<file path="config.mk">
export PLATFORM = sky130hd
export DESIGN_NAME = led_seq_core_flat
export DESIGN_NICKNAME = d
export VERILOG_FILES = /design/src/rtl/led_seq_core_if.sv /design/src/rtl/led_seq_core.sv /design/src/flat_wrapper.sv
export SDC_FILE = /design/constraint.sdc
export NUM_CORES = 1
export LEC_CHECK = 0
export CAP_MARGIN = 20
export CORE_MARGIN = 1
export CORE_UTILIZATION = 37
export CTS_BUF_LIST = sky130_fd_sc_hd__clkbuf_8
export DETAILED_ROUTE_END_ITERATION = 6
export DONT_BUFFER_PORTS = 1
export GPL_TIMING_DRIVEN = 0
export HOLD_SLACK_MARGIN = 0.15
export SLEW_MARGIN = 20
export SYNTH_ARGS = -nofsm -noshare
export SYNTH_HDL_FRONTEND = slang
export SYNTH_SLANG_ARGS = --single-unit
</file>
<file path="constraint.sdc">
create_clock -name clk -period 3.1 [get_ports clk]
set_input_delay 0.62 -clock clk [delete_from_list [all_inputs] [get_ports clk]]
set_output_delay 0.62 -clock clk [all_outputs]
set_load 0.01 [all_outputs]
</file>
<file path="src/rtl/led_seq_core_if.sv">
// led_seq_core_if: program-memory read bus between led_seq_core and its RAM/ROM.
// The sequencer drives the address; the memory returns the word one cycle later.
interface led_seq_core_if #(
   parameter int ADDR_W  = 8,
   parameter int INSTR_W = 18
);
   logic [ADDR_W-1:0]  addrRd;
   logic [INSTR_W-1:0] dataRd;

   modport master (output addrRd, input dataRd);
   modport slave  (input addrRd, output dataRd);
endinterface

</file>
<file path="src/rtl/led_seq_core.sv">
// led_seq_core: program-driven LED pattern sequencer (SHOW / JUMP / LOOP / HALT) fed from a
// synchronous-read program memory. Define LEDSEQ_PWM_EN to add a 4-bit duty brightness input.
module led_seq_core #(
   parameter int PAT_W    = 8,
   parameter int ADDR_W   = 8,
   parameter int ARG_W    = 8,
   parameter int TICK_DIV = 3125000
) (
   input  logic             clk,
   input  logic             rst,
   input  logic             run,
`ifdef LEDSEQ_PWM_EN
   input  logic [3:0]       duty,
`endif
   led_seq_core_if.master   mem,
   output logic [PAT_W-1:0] outPattern,
   output logic             halted
);
   localparam int INSTR_W = 2 + PAT_W + ARG_W;
   localparam int PRE_W   = $clog2(TICK_DIV);

   typedef enum logic [1:0] {FETCH, EXEC, HOLD, HALT_ST} state_t;
   typedef enum logic [1:0] {OP_SHOW, OP_JUMP, OP_LOOP, OP_HALT} op_t;

   state_t            r_state, w_state_nxt;
   logic [ADDR_W-1:0] r_pc, w_pc_nxt;
   logic [PAT_W-1:0]  r_pattern, w_pattern_nxt;
   logic              r_halted, w_halted_nxt;
   logic              r_loop_armed, w_loop_armed_nxt;
   logic [ARG_W-1:0]  r_loop_cnt, w_loop_cnt_nxt;
   logic [ARG_W-1:0]  r_hold_cnt, w_hold_cnt_nxt;
   logic [PRE_W-1:0]  r_presc;

   op_t               w_op;
   logic [PAT_W-1:0]  w_data;
   logic [ARG_W-1:0]  w_arg;
   logic [ARG_W-1:0]  w_loop_eff;
   logic [ADDR_W-1:0] w_target;
   logic [ADDR_W-1:0] w_pc_inc;
   logic              w_tick;

   assign w_op       = op_t'(mem.dataRd[INSTR_W-1 -: 2]);
   assign w_data     = mem.dataRd[INSTR_W-3 -: PAT_W];
   assign w_arg      = mem.dataRd[ARG_W-1:0];
   assign w_target   = w_data[ADDR_W-1:0];
   assign w_pc_inc   = r_pc + 1'b1;
   assign w_tick     = (r_presc == PRE_W'(TICK_DIV - 1));
   // A LOOP seen for the first time takes its count from the word; later passes use the register.
   assign w_loop_eff = r_loop_armed ? r_loop_cnt : w_arg;

   // Prescaler runs regardless of run, so ticks that arrive while paused are simply lost.
   always_ff @(posedge clk) begin
      if (rst)         r_presc <= '0;
      else if (w_tick) r_presc <= '0;
      else             r_presc <= r_presc + 1'b1;
   end

   // NOTE: clocked state uses non-blocking assignments so every register samples pre-edge values.
   always_ff @(posedge clk) begin
      if (rst) r_state <= FETCH;
      else     r_state <= w_state_nxt;
   end

   always_comb begin
      w_state_nxt = r_state;
      if (run) begin
         case (r_state)
            FETCH: w_state_nxt = EXEC;
            EXEC: begin
               case (w_op)
                  OP_SHOW: w_state_nxt = HOLD;
                  OP_JUMP: w_state_nxt = FETCH;
                  OP_LOOP: w_state_nxt = FETCH;
                  OP_HALT: w_state_nxt = HALT_ST;
               endcase
            end
            HOLD:    if (w_tick && r_hold_cnt == '0) w_state_nxt = FETCH;
            default: w_state_nxt = r_state;
         endcase
      end
   end

   // NOTE: every output of this block gets a hold-value default first, so no latch is inferred.
   always_comb begin
      w_pc_nxt         = r_pc;
      w_pattern_nxt    = r_pattern;
      w_halted_nxt     = r_halted;
      w_loop_armed_nxt = r_loop_armed;
      w_loop_cnt_nxt   = r_loop_cnt;
      w_hold_cnt_nxt   = r_hold_cnt;
      if (run) begin
         case (r_state)
            EXEC: begin
               case (w_op)
                  OP_SHOW: begin
                     w_pattern_nxt  = w_data;
                     w_hold_cnt_nxt = w_arg;
                  end
                  OP_JUMP: w_pc_nxt = w_target;
                  OP_LOOP: begin
                     w_loop_armed_nxt = (w_loop_eff != '0);
                     if (w_loop_eff != '0) begin
                        w_loop_cnt_nxt = w_loop_eff - 1'b1;
                        w_pc_nxt       = w_target;
                     end else begin
                        w_pc_nxt       = w_pc_inc;
                     end
                  end
                  OP_HALT: w_halted_nxt = 1'b1;
               endcase
            end
            HOLD: begin
               if (w_tick) begin
                  if (r_hold_cnt == '0) w_pc_nxt       = w_pc_inc;
                  else                  w_hold_cnt_nxt = r_hold_cnt - 1'b1;
               end
            end
            default: ;
         endcase
      end
   end

   always_ff @(posedge clk) begin
      if (rst) begin
         r_pc         <= '0;
         r_pattern    <= '0;
         r_halted     <= 1'b0;
         r_loop_armed <= 1'b0;
         r_loop_cnt   <= '0;
         r_hold_cnt   <= '0;
      end else begin
         r_pc         <= w_pc_nxt;
         r_pattern    <= w_pattern_nxt;
         r_halted     <= w_halted_nxt;
         r_loop_armed <= w_loop_armed_nxt;
         r_loop_cnt   <= w_loop_cnt_nxt;
         r_hold_cnt   <= w_hold_cnt_nxt;
      end
   end

   assign mem.addrRd = r_pc;
   assign halted     = r_halted;

`ifdef LEDSEQ_PWM_EN
   logic [3:0] r_pwm_cnt;

   always_ff @(posedge clk) begin
      if (rst) r_pwm_cnt <= '0;
      else     r_pwm_cnt <= r_pwm_cnt + 1'b1;
   end

   assign outPattern = r_pattern & {PAT_W{r_pwm_cnt < duty}};
`else
   assign outPattern = r_pattern;
`endif
endmodule

</file>
<file path="src/flat_wrapper.sv">
// flat-port wrapper written by rule: the top's interface ports become plain ports
module led_seq_core_flat 
#(
   parameter int PAT_W    = 8,
   parameter int ADDR_W   = 8,
   parameter int ARG_W    = 8,
   parameter int TICK_DIV = 3125000
)
  (clk, rst, run, outPattern, halted, mem_addrRd, mem_dataRd);
  led_seq_core_if #(.ADDR_W(ADDR_W), .INSTR_W((2 + PAT_W + ARG_W))) mem_i ();
  input  logic clk;
  input  logic rst;
  input  logic run;
  output logic [PAT_W-1:0] outPattern;
  output logic halted;
  output wire logic [$bits(mem_i.addrRd)-1:0] mem_addrRd;
  input wire logic [$bits(mem_i.dataRd)-1:0] mem_dataRd;
  assign mem_addrRd = mem_i.addrRd;
  assign mem_i.dataRd = mem_dataRd;
  led_seq_core #(.PAT_W(PAT_W), .ADDR_W(ADDR_W), .ARG_W(ARG_W), .TICK_DIV(TICK_DIV)) u_core (.clk(clk), .rst(rst), .run(run), .mem(mem_i), .outPattern(outPattern), .halted(halted));
endmodule
</file>
Word level (Yosys, flattened, before mapping) --
Cells that the tools add are included.
Operators by class: add/sub/neg operators 4, reductions and logical operators 16, equality and inequality tests 12, multiplexer cells 13
Operator list (number):
- 8-bit 2-to-1 mux | 7
- 8-bit case mux with 2 select lines | 3
- 22-bit by 1-bit adder with 22-bit output, second input constant | 1
- 22-bit == test, second input constant | 1
- 8-bit by 1-bit subtractor with 8-bit output, second input constant | 2
- 2-bit case mux with 3 select lines | 2
- 3-bit AND reduction | 4
- 5-bit AND reduction | 2
- 8-bit by 1-bit adder with 8-bit output, second input constant | 1
- 8-bit logical NOT | 1
- 8-bit nonzero test | 1
- 2-bit == test, second input constant | 3
- 2-bit by 1-bit != test with 1-bit output, second input constant | 3
- 2-bit by 1-bit == test with 1-bit output, second input constant | 2
- 2-bit logical NOT | 2
- 2-bit != test, second input constant | 2
- 4-bit AND reduction | 1
- 2-bit OR reduction | 2
- 3-bit by 2-bit != test with 1-bit output, second input constant | 1
- 3-bit nonzero test | 1
- 2-bit 2-to-1 mux | 1
- 2-bit nonzero test | 1
- 1-bit logical AND | 1
Storage, ports and cells: output and inout port bits 17, register bits after elaboration 58, input bits 21

Depth between registers and ports, before layout --
Gate-level depths: netlist (run 1).
depth after elaboration 5, depth in mapped cells 9, mapped depth without buffers 7

Worst setup path after synthesis (run 1) --
No wires, ideal clock.
path type register to register, start point register u_core.r_loop_armed, end point register u_core.r_pc[7] (netlist: u_core.mem.addrRd[7]), data arrival time 2.288 ns, data required time 2.983 ns, clock period less this slack 2.405 ns, buffers on the path 3, cell stages (with the launch flop) 10, path slack 0.695 ns, setup time 0.117 ns, path through dfxtp_1 -> buf_2 -> clkbuf_1 -> mux2i_1 -> ha_1 -> o21a_1 -> a31o_2 -> buf_2 -> mux2_2 -> a32o_1
On the way: word-level cells in the longest chain between the ends 5
Ends and longest elaborated chain:
- start: declaration | RTL line led_seq_core.sv:29 | logic r_loop_armed, w_loop_armed_nxt;
- start signal: assignment | RTL line led_seq_core.sv:135 | r_loop_armed <= w_loop_armed_nxt;
- 8-bit 2-to-1 mux | RTL line led_seq_core.sv:49 | assign w_loop_eff = r_loop_armed ? r_loop_cnt : w_arg;
- 8-bit nonzero test | RTL line led_seq_core.sv:102 | if (w_loop_eff != '0) begin
- 8-bit 2-to-1 mux | RTL line led_seq_core.sv:102
- 8-bit case mux with 2 select lines | RTL line led_seq_core.sv:94 | case (w_op)
- 8-bit case mux with 2 select lines | RTL line led_seq_core.sv:92 | case (r_state)
- end signal: assignment | RTL line led_seq_core.sv:132 | r_pc <= w_pc_nxt;
- end: declaration | RTL line led_seq_core.sv:26 | logic [ADDR_W-1:0] r_pc, w_pc_nxt;
Every way passes these cells. A chain may end at the register's enable or synchronous reset.

Final worst setup path (run 1) --
start point register u_core.r_loop_armed, end point register u_core.r_pc[2] (netlist: u_core.mem.addrRd[2])
Same word-level chain as after synthesis.

==> qor.csv, run 1 <==
stage,metric,value,unit
power,Leakage,1.21,nW
grt,vias in the first global route,2826,
cts,"Clk Latency, worst-skew pair",0.35,ns
routing,drt total wl,8050,um
grt,first-pass GRT wire length,13200,um
cts,Post-CTS Hold Fix Bufs,0,
floorplan,starting density of the core,37.9,%
worst_setup_path,crit-path cells,buf_2 > clkbuf_1 > mux2i_1 > ha_1 > o21a_1 > a31o_2 > buf_2 > mux2_2 > a32o_1,
timing,worst slew pin tran,0.720,ns
worst_setup_path,CP Class,reg2reg,
power,power per cell area,466,nW/um2
place,setup slack at placement,0.333,ns
cts,"Reg clk slew, reported paths",0.08,ns
timing,Final Critical Period,2.84,ns
logic_synthesis,most common cell in the netlist,dfxtp_1,
floorplan,Core ar.,8680,um2
worst_hold_path,hold depth,2,
logic_synthesis,Post-Synthesis Cells,394,
place,Post-Place Cells,502,
logic_synthesis,top post-synthesis cells by area,"dfxtp_1 (35%), ha_1 (4.9%), a21oi_1 (4.3%), nor2_1 (4.2%), nand2_1 (4.1%)",
grt,All-Layer GR Usage,18.5,%
cts,post-CTS sizing,0,
logic_synthesis,Synth Net Count,428,
logic_synthesis,count of cell types in the netlist,55,
grt,Overflow after GRT,0,
worst_setup_path,Crit path required time,3.33,ns
worst_setup_path,crit-path max FO,10,
logic_synthesis,Ys Warns,0,
floorplan,Cell Rows,34,
logic_synthesis,top post-synthesis cells by count,"dfxtp_1 (58), nor2_1 (37), nand2_1 (36), a21oi_1 (28), nor3_1 (16)",
cts,# clock sinks,58,
routing,via count,2967,
grt,initial antenna violation count,0,
worst_setup_path,CP peak stage delay,0.42,ns
place,Placer Congestion,0.832,
floorplan,io pins,38,
run,maxcap violations,0,
routing,initial DRC count,181,
worst_setup_path,CP Launch Type,register,
final_layout,final net count,439,
worst_setup_path,CP arrival,3.07,ns
final_layout,n_diodes,0,
final_layout,area grow syn2layout,10.7,%
cts,Post-CTS Setup Bufs,0,
place,DP Wirelength,5730,um
power,worst IR drop on VDD,0.000229,V
logic_synthesis,syn avg cell area,8.36,um2
logic_synthesis,post-synthesis register bit count,58,
timing,Clock Skew,0.0127,ns
worst_setup_path,critical path's slowest cell,clkbuf_1,
logic_synthesis,Yosys top cell area share,35.3,%
cts,Clock Root Buffer,clkbuf_8,
logic_synthesis,Yosys top cell by area,dfxtp_1,
final_layout,final non-filler cell total,517,
routing,DR pass1 iterations,4,
worst_hold_path,worst hold-check path type,in2reg,
floorplan,Die Height,96.3,um
run_status,status,"finished, final reports clean",
timing,Final Setup Violations,0,
logic_synthesis,synthesized area,3290,um2
logic_synthesis,sequential area share after synthesis,35.3,%
worst_setup_path,CP dominant cell by count,buf_2,
timing,max_slew headroom,51.7,%
worst_setup_path,CP Capture Type,register,
final_layout,Final Util,42.0,%
timing,setup ws final,0.259,ns
logic_synthesis,Main synth FF type,dfxtp_1,
timing,Final Hold Viols,0,
routing,Final ANT Viol Nets,0,
place,IO Port Bufs,0,
logic_synthesis,number of synthesized flops with an enable pin,0,
floorplan,die footprint,9280,um2
routing,via/cell ratio,5.74,
logic_synthesis,"FFs w/ async S/R, synth",0,%
routing,Residual DRC,0,
timing,RSZ-0062 raised after global routing,no,
cts,TritonCTS Buffers,9,
timing,"Slew Viols, Final",0,
cts,CTS tree,done,
timing,max frequency,0.352,GHz
floorplan,Die X,96.3,um
grt,largest net degree at the start of global routing,11,
worst_setup_path,cells on worst reg2reg path,9,
timing,hold_ws,0.396,ns
timing,period utilisation layout,91.7,%
timing,setup TNS,0,ns
cts,H-tree depth,3,
cts,clk buf depth,2,
final_layout,share of cells above drive strength 1,8.80,%
routing,DR WL/cell,15.6,um
-- stage by stage --
step / instance area (um2) / total power, mW
CTS: 3640 / 1.71
detailed placement: 3430 / 0.925
finish: 3640 / 1.70
global route: 3640 / 1.76
global placement: 3430 / 0.923
floorplan: 3290 / 0.894
-- cells by family (layout without fill, tap and decap cells) --
group / Yosys count / after routing / share of synthesized area (%)
buf+inv: 29 / 44 / 3.42
fa+ha+maj: 13 / 13 / 4.94
compound gates: 97 / 97 / 20.1
simple gates: 164 / 164 / 26.8
flops: 58 / 58 / 35.3
mux: 11 / 11 / 3.61
xor+xnor: 22 / 22 / 5.85
-- cell usage in the layout (no fill, tap or decap), types with 11 or more instances in the layout --
| master | netlist | final |
|---|---|---|
| a21oi_1 | 28 | 28 |
| clkbuf_1 | 11 | 11 |
| dfxtp_1 | 58 | 58 |
| ha_1 | 13 | 13 |
| inv_1 | 13 | 13 |
| nand2_1 | 36 | 36 |
| nor2_1 | 37 | 37 |
| nor3_1 | 16 | 16 |
| o21ai_0 | 13 | 13 |
| xnor2_1 | 14 | 14 |
-- worst paths after layout --
path,from,to,slack (ns)
hold / removal,mem_dataRd[15],u_core.outPattern[7]$_SDFFE_PP0P_,0.40
hold reg to reg,u_core.r_presc[0]$_SDFF_PP0_,u_core.r_presc[0]$_SDFF_PP0_,0.45
setup reg to reg,u_core.r_loop_armed$_SDFFE_PP0P_,u_core.mem.addrRd[2]$_SDFFE_PP0P_,0.26
setup / recovery,u_core.r_loop_armed$_SDFFE_PP0P_,u_core.mem.addrRd[2]$_SDFFE_PP0P_,0.26
-- layout make-up --
class	instances	area, um2
Sequential cell	58	1160
Multi-Input combinational cell	307	2020
Tap cell	108	135
Clock buffer	10	138
Inverter	14	52.6
Fill cell	875	5030
Buffer	15	60.1
Clock inverter	5	78.8
-- where the power goes --
part	leakage [nW]	internal, mW	switching [mW]	total [mW]
logic	0.631	0.0514	0.0793	0.131
clock network	0.112	0.469	0.320	0.788
registers	0.469	0.760	0.0177	0.777
-- registers in the layout, indices dropped and copies added, names as in the netlist --
register / count
u_core.halted: 1
u_core.mem.addrRd: 8
u_core.outPattern: 8
u_core.r_hold_cnt: 8
u_core.r_loop_armed: 1
u_core.r_loop_cnt: 8
u_core.r_presc: 22
u_core.r_state: 2
-- worst max-delay path, delay by kind of cell (launching register included) --
kind            cells  cell delay (ns)
compound gates      3             0.69
fa+ha+maj           1             0.19
buf+inv             3             0.82
flops               1             0.32
mux                 2             0.69
-- per-layer routing --
metal  vias up  routed length, um  global-route usage, %
li1       1479                  -                      -
met1      1405               3770                   23.5
met2        67               3720                   29.8
met3        16                420                   4.74
met4         0                138                   7.60
met5         -                  0                      0
Power figures use the tool's default switching activity.
==> inputs of run 2 (changes only) <==
Settings changed: CELL_PAD_IN_SITES_DETAIL_PLACEMENT from default to 1, CELL_PAD_IN_SITES_GLOBAL_PLACEMENT from default to 1, PLACE_DENSITY_LB_ADDON from default to 0.1.
==> qor.csv, run 2 (synthesis results as in run 1) <==
stage,metric,value,unit,change
power,Leakage,1.21,nW,-0.57%
power,worst IR drop on VDD,0.000216,V,-6.0%
routing,via/cell ratio,5.74,,about the same
power,power per cell area,467,nW/um2,+0.22%
final_layout,share of cells above drive strength 1,9.02,%,+0.22 points
floorplan,Core ar.,8680,um2,unchanged
worst_setup_path,CP Class,reg2reg,,
final_layout,n_diodes,0,,unchanged
routing,met2 WL,4060,um,+9.2%
timing,setup TNS,0,ns,unchanged
routing,Final ANT Viol Nets,0,,unchanged
place,Placer Congestion,0.775,,-6.9%
timing,Clock Skew,0.00855,ns,-0.00410 ns
routing,DR WL/cell,17.3,um,+11%
timing,Final Setup Violations,0,,unchanged
timing,worst slew pin tran,0.851,ns,+0.132 ns
run,maxcap violations,0,,unchanged
final_layout,Largest Register,u_core.r_presc,,
floorplan,Die X,96.3,um,unchanged
final_layout,final net count,439,,unchanged
cts,"Clk Latency, worst-skew pair",0.35,ns,about the same
timing,setup ws final,0.216,ns,-0.0423 ns
cts,clk buf depth,2,,unchanged
floorplan,io pins,38,,unchanged
worst_setup_path,CP Capture Type,register,,
routing,top routing layer in use,met4,,
grt,initial antenna violation count,0,,unchanged
floorplan,die footprint,9280,um2,unchanged
final_layout,Final Util,42.0,%,about the same
worst_setup_path,Crit path required time,3.35,ns,+0.02 ns
cts,Post-CTS Setup Bufs,0,,unchanged
final_layout,most frequent cells in the layout,"dfxtp_1 (58), nor2_1 (37), nand2_1 (36), a21oi_1 (28), nor3_1 (16)",,
worst_setup_path,CP arrival,3.13,ns,+0.06 ns
final_layout,"most common cell after layout, fill and taps aside",dfxtp_1,,
cts,CTS tree,done,,
worst_hold_path,hold_sp,mem_dataRd[15],,
routing,Residual DRC,0,,unchanged
cts,# clock sinks,58,,unchanged
grt,All-Layer GR Usage,20.8,%,+2.3 points
worst_setup_path,crit-path max FO,10,,unchanged
routing,initial DRC count,84,,-54%
cts,"Reg clk slew, reported paths",0.08,ns,about the same
place,setup slack at placement,0.208,ns,-0.125 ns
final_layout,area grow syn2layout,10.7,%,about the same
cts,post-CTS sizing,0,,unchanged
floorplan,Die Height,96.3,um,unchanged
place,IO Port Bufs,0,,unchanged
grt,largest net degree at the start of global routing,12,,+1
grt,vias in the first global route,2925,,+3.5%
timing,Final Critical Period,2.88,ns,+0.0423 ns
routing,DR WL met3,337,um,-20%
routing,drt total wl,8940,um,+11%
timing,max frequency,0.347,GHz,-1.5%
worst_setup_path,R2R setup slack,0.22,ns,-0.04 ns
timing,RSZ-0062 raised after global routing,no,,
worst_setup_path,worst reg2reg startpoint,u_core.r_loop_armed$_SDFFE_PP0P_,,
place,DP Wirelength,6510,um,+14%
grt,Overflow after GRT,0,,unchanged
cts,Post-CTS Hold Fix Bufs,0,,unchanged
worst_hold_path,hold depth,2,,unchanged
worst_hold_path,Worst Hold End,u_core.outPattern[7]$_SDFFE_PP0P_,,
floorplan,starting density of the core,37.9,%,unchanged
final_layout,max reg flops,22,,unchanged
cts,Clock Root Buffer,clkbuf_8,,
final_layout,multi-input logic area,2020,um2,unchanged
cts,TritonCTS Buffers,9,,unchanged
worst_setup_path,cells on worst reg2reg path,9,,unchanged
run_status,status,"finished, final reports clean",,
power,overall power,1.70,mW,+0.25%
timing,Final Hold Viols,0,,unchanged
cts,H-tree depth,3,,unchanged
timing,period utilisation layout,93.0,%,+1.4 points
grt,first-pass GRT wire length,14600,um,+10%
routing,via count,2972,,+0.17%
worst_setup_path,CP Launch Type,register,,
final_layout,Fillers,1056,,+21%
worst_hold_path,worst hold-check path type,in2reg,,
routing,DR pass1 iterations,6,,+2
floorplan,Cell Rows,34,,unchanged
worst_setup_path,RR Endpoint,u_core.mem.addrRd[7]$_SDFFE_PP0P_,,
final_layout,register area,1160,um2,unchanged
routing,M1 wire length,4440,um,+18%
timing,max_slew headroom,42.9,%,-8.8 points
timing,"Slew Viols, Final",0,,unchanged
## run 2: worst max-delay path: stages (launching register included)
cell	delay, ns
dfxtp_1	0.31
buf_2	0.19
clkbuf_1	0.44
mux2i_1	0.36
ha_1	0.20
o21a_1	0.28
a31o_2	0.20
buf_2	0.23
mux2_2	0.36
a32o_1	0.21
## run 2: per-stage QoR
| stage | hold slack [ns] | cell area [um2] | std cells |
|---|---|---|---|
| floorplan | 0.413 | 3290 | 394 |
| global placement | 0.427 | 3430 | 502 |
| detailed placement | 0.432 | 3430 | 502 |
| CTS | 0.388 | 3640 | 518 |
| global route | 0.399 | 3640 | 518 |
| finish | 0.397 | 3640 | 518 |
## run 2: where the power goes
part           total (mW)  switching [mW]  internal (mW)
logic               0.134          0.0828         0.0513
registers           0.777          0.0174          0.759
clock network       0.790           0.339          0.451
## run 2: area by class of cell
class,instances,share of cell area [%]
Tap cell,108,3.71
Clock buffer,9,3.40
Buffer,15,1.65
Multi-Input combinational cell,307,55.4
Inverter,14,1.44
Sequential cell,58,31.9
Clock inverter,7,2.57
## run 2: how the worst max path moves through the flow
stage                                startpoint                                 to  slack [ns]  depth (start not counted)
6_report       u_core.r_loop_armed$_SDFFE_PP0P_  u_core.mem.addrRd[7]$_SDFFE_PP0P_        0.22                          9
5_1_grt        u_core.r_loop_armed$_SDFFE_PP0P_  u_core.mem.addrRd[0]$_SDFFE_PP0P_        0.01                          8
4_1_cts        u_core.r_loop_armed$_SDFFE_PP0P_  u_core.mem.addrRd[7]$_SDFFE_PP0P_        0.20                          9
3_5_place_dp   u_core.r_loop_armed$_SDFFE_PP0P_  u_core.mem.addrRd[7]$_SDFFE_PP0P_        0.21                          9
3_3_place_gp   u_core.r_loop_armed$_SDFFE_PP0P_  u_core.mem.addrRd[7]$_SDFFE_PP0P_        0.24                          9
2_1_floorplan  u_core.r_loop_armed$_SDFFE_PP0P_  u_core.mem.addrRd[7]$_SDFFE_PP0P_        0.69                          9
## run 2: routing by layer
metal / global-route usage, % / vias up
met1: 27.5 / 1444
met4: 5.88 / 0
li1: - / 1478
met2: 33.5 / 39
met5: 0 / -
met3: 5.21 / 11
==> inputs of run 3 (changes only) <==
Settings changed: BUFFER_PORTS_ARGS from default to -buffer_cell sky130_fd_sc_hd__buf_4, DONT_BUFFER_PORTS 1 to default, MAX_ROUTING_LAYER from default to met4.
==> qor.csv, run 3 (synthesis results as in run 1) <==
stage,metric,value,unit,change
place,IO Port Bufs,36,,+36
run,maxcap violations,0,,unchanged
routing,Residual DRC,0,,unchanged
worst_setup_path,CP Capture Type,register,,
worst_setup_path,CP Launch Type,register,,
grt,All-Layer GR Usage,22.1,%,+1.3 points
timing,max frequency,0.351,GHz,+1.3%
cts,H-tree depth,3,,unchanged
place,Post-Place Cells,538,,+7.2%
grt,vias in the first global route,3076,,+5.2%
final_layout,max reg flops,22,,unchanged
final_layout,area grow syn2layout,18.6,%,
routing,Final ANT Viol Nets,0,,unchanged
floorplan,Core ar.,8680,um2,unchanged
worst_setup_path,CP peak stage delay,0.41,ns,-0.03 ns
routing,initial DRC count,58,,-31%
final_layout,most frequent cells in the layout,"dfxtp_1 (58), nor2_1 (37), nand2_1 (36), buf_4 (36), a21oi_1 (28)",,
place,DP Wirelength,6740,um,+3.4%
grt,largest net degree at the start of global routing,11,,-1
cts,Post-CTS Setup Bufs,0,,unchanged
place,Placer Congestion,0.810,,+4.5%
grt,first-pass GRT wire length,15100,um,+3.6%
routing,via count,3143,,+5.8%
floorplan,Die X,96.3,um,unchanged
final_layout,final net count,475,,+8.2%
worst_hold_path,worst hold-check path type,reg2reg,,
routing,drt total wl,9310,um,+4.1%
worst_setup_path,crit-path cells,buf_2 > clkbuf_1 > mux2i_1 > ha_1 > o21a_1 > a31o_2 > buf_2 > mux2_2 > a32o_1,,
power,worst IR drop on VDD,0.000167,V,-23%
timing,period utilisation layout,91.8,%,-1.2 points
worst_setup_path,CP arrival,3.09,ns,-0.04 ns
timing,worst slew pin tran,0.780,ns,-0.0715 ns
power,Clock Power Share,44.8,%,-1.6 points
power,Leakage,1.39,nW,+15%
worst_setup_path,Crit path required time,3.34,ns,about the same
cts,post-CTS sizing,0,,unchanged
final_layout,Final Util,45.0,%,+3.0 points
worst_setup_path,crit-path max FO,10,,unchanged
power,overall power,1.72,mW,+1.3%
final_layout,Fillers,1079,,+2.2%
cts,Post-CTS Hold Fix Bufs,0,,unchanged
cts,CTS tree,done,,
timing,Final Hold Viols,0,,unchanged
power,Sequential Power Share,44.9,%,-0.8 points
power,switch share,25.8,%,about the same
timing,Final Critical Period,2.85,ns,-0.0371 ns
timing,setup TNS,0,ns,unchanged
worst_setup_path,CP Class,reg2reg,,
cts,# clock sinks,58,,unchanged
worst_setup_path,CP dominant cell by count,buf_2,,
final_layout,n_diodes,0,,unchanged
power,P_sw,445,uW,+1.3%
grt,initial antenna violation count,0,,unchanged
cts,"Clk Latency, worst-skew pair",0.34,ns,about the same
cts,"Reg clk slew, reported paths",0.08,ns,about the same
final_layout,share of cells above drive strength 1,16.2,%,+7.2 points
power,combinational fraction of design power,10.3,%,+2.4 points
final_layout,"most common cell after layout, fill and taps aside",dfxtp_1,,
routing,via/cell ratio,5.68,,-0.94%
timing,"Slew Viols, Final",0,,unchanged
routing,DR WL/cell,16.8,um,-2.5%
floorplan,io pins,38,,unchanged
floorplan,Die Height,96.3,um,unchanged
floorplan,Cell Rows,34,,unchanged
cts,clk buf depth,2,,unchanged
cts,TritonCTS Buffers,9,,unchanged
power,power per cell area,441,nW/um2,-5.5%
timing,max_slew headroom,47.7,%,+4.8 points
timing,RSZ-0062 raised after global routing,no,,
final_layout,final non-filler cell total,553,,+6.8%
floorplan,die footprint,9280,um2,unchanged
power,Pint,1.28,mW,+1.2%
timing,Clock Skew,0.00831,ns,-0.000243 ns
floorplan,starting density of the core,37.9,%,unchanged
timing,Final Setup Violations,0,,unchanged
final_layout,Largest Register,u_core.r_presc,,
cts,Clock Root Buffer,clkbuf_8,,
routing,DR pass1 iterations,4,,-2
timing,hold_ws,0.458,ns,+0.0613 ns
grt,Overflow after GRT,0,,unchanged
run_status,status,"finished, final reports clean",,
worst_setup_path,critical path's slowest cell,clkbuf_1,,
## run 3: changes by cell type in the layout (fill, tap and decap cells not counted), sizes merged
cell / change
clkinvlp: -1
buf: +36
## run 3: final cells by class
cell class	count	area, um2	area share [%]
Multi-Input combinational cell	307	2020	51.7
Sequential cell	58	1160	29.7
Timing Repair Buffer	36	270	6.92
Tap cell	108	135	3.46
Clock buffer	9	124	3.17
Clock inverter	6	82.6	2.12
Buffer	15	60.1	1.54
Inverter	14	52.6	1.35
## run 3: through the flow
step	instance area [um2]	setup slack, ns
after floorplan	3290	0.695
after global placement	3700	0.236
after detailed placement	3700	0.249
after CTS	3900	0.243
after global routing	3900	0.0579
final	3900	0.254
## run 3: critical path, delay by kind of cell, from the launching register on
kind                     cells  cell delay [ns]
AO/OA/AOI/OAI                3             0.69
buffers and inverters        3             0.81
multiplexers                 2             0.72
flip-flops                   1             0.32
adder cells (fa/ha/maj)      1             0.20
## run 3: power groups by stage
stage | clock [mW] | sequential [mW] | combinational, mW
after floorplan | 0 | 0.790 | 0.104
after global placement | 0 | 0.790 | 0.176
after detailed placement | 0 | 0.791 | 0.178
after CTS | 0.794 | 0.773 | 0.179
after global routing | 0.826 | 0.776 | 0.197
final | 0.771 | 0.773 | 0.177
## run 3: metal layers
| layer | global-route usage (%) | routed length (um) | vias to the layer above |
|---|---|---|---|
| li1 | - | - | 1547 |
| met3 | 5.21 | 317 | 7 |
| met4 | 5.51 | 101 | 0 |
| met2 | 36.3 | 4410 | 39 |
| met5 | - | 0 | - |
| met1 | 27.2 | 4480 | 1550 |
## run 3: worst paths after layout
path / cells past startpoint / slack (ns) / from / endpoint
max: 9 / 0.25 / u_core.r_loop_armed$_SDFFE_PP0P_ / u_core.mem.addrRd[7]$_SDFFE_PP0P_
min: 2 / 0.46 / u_core.outPattern[6]$_SDFFE_PP0P_ / u_core.outPattern[6]$_SDFFE_PP0P_
max reg2reg: 9 / 0.25 / u_core.r_loop_armed$_SDFFE_PP0P_ / u_core.mem.addrRd[7]$_SDFFE_PP0P_
min reg2reg: 2 / 0.46 / u_core.outPattern[6]$_SDFFE_PP0P_ / u_core.outPattern[6]$_SDFFE_PP0P_
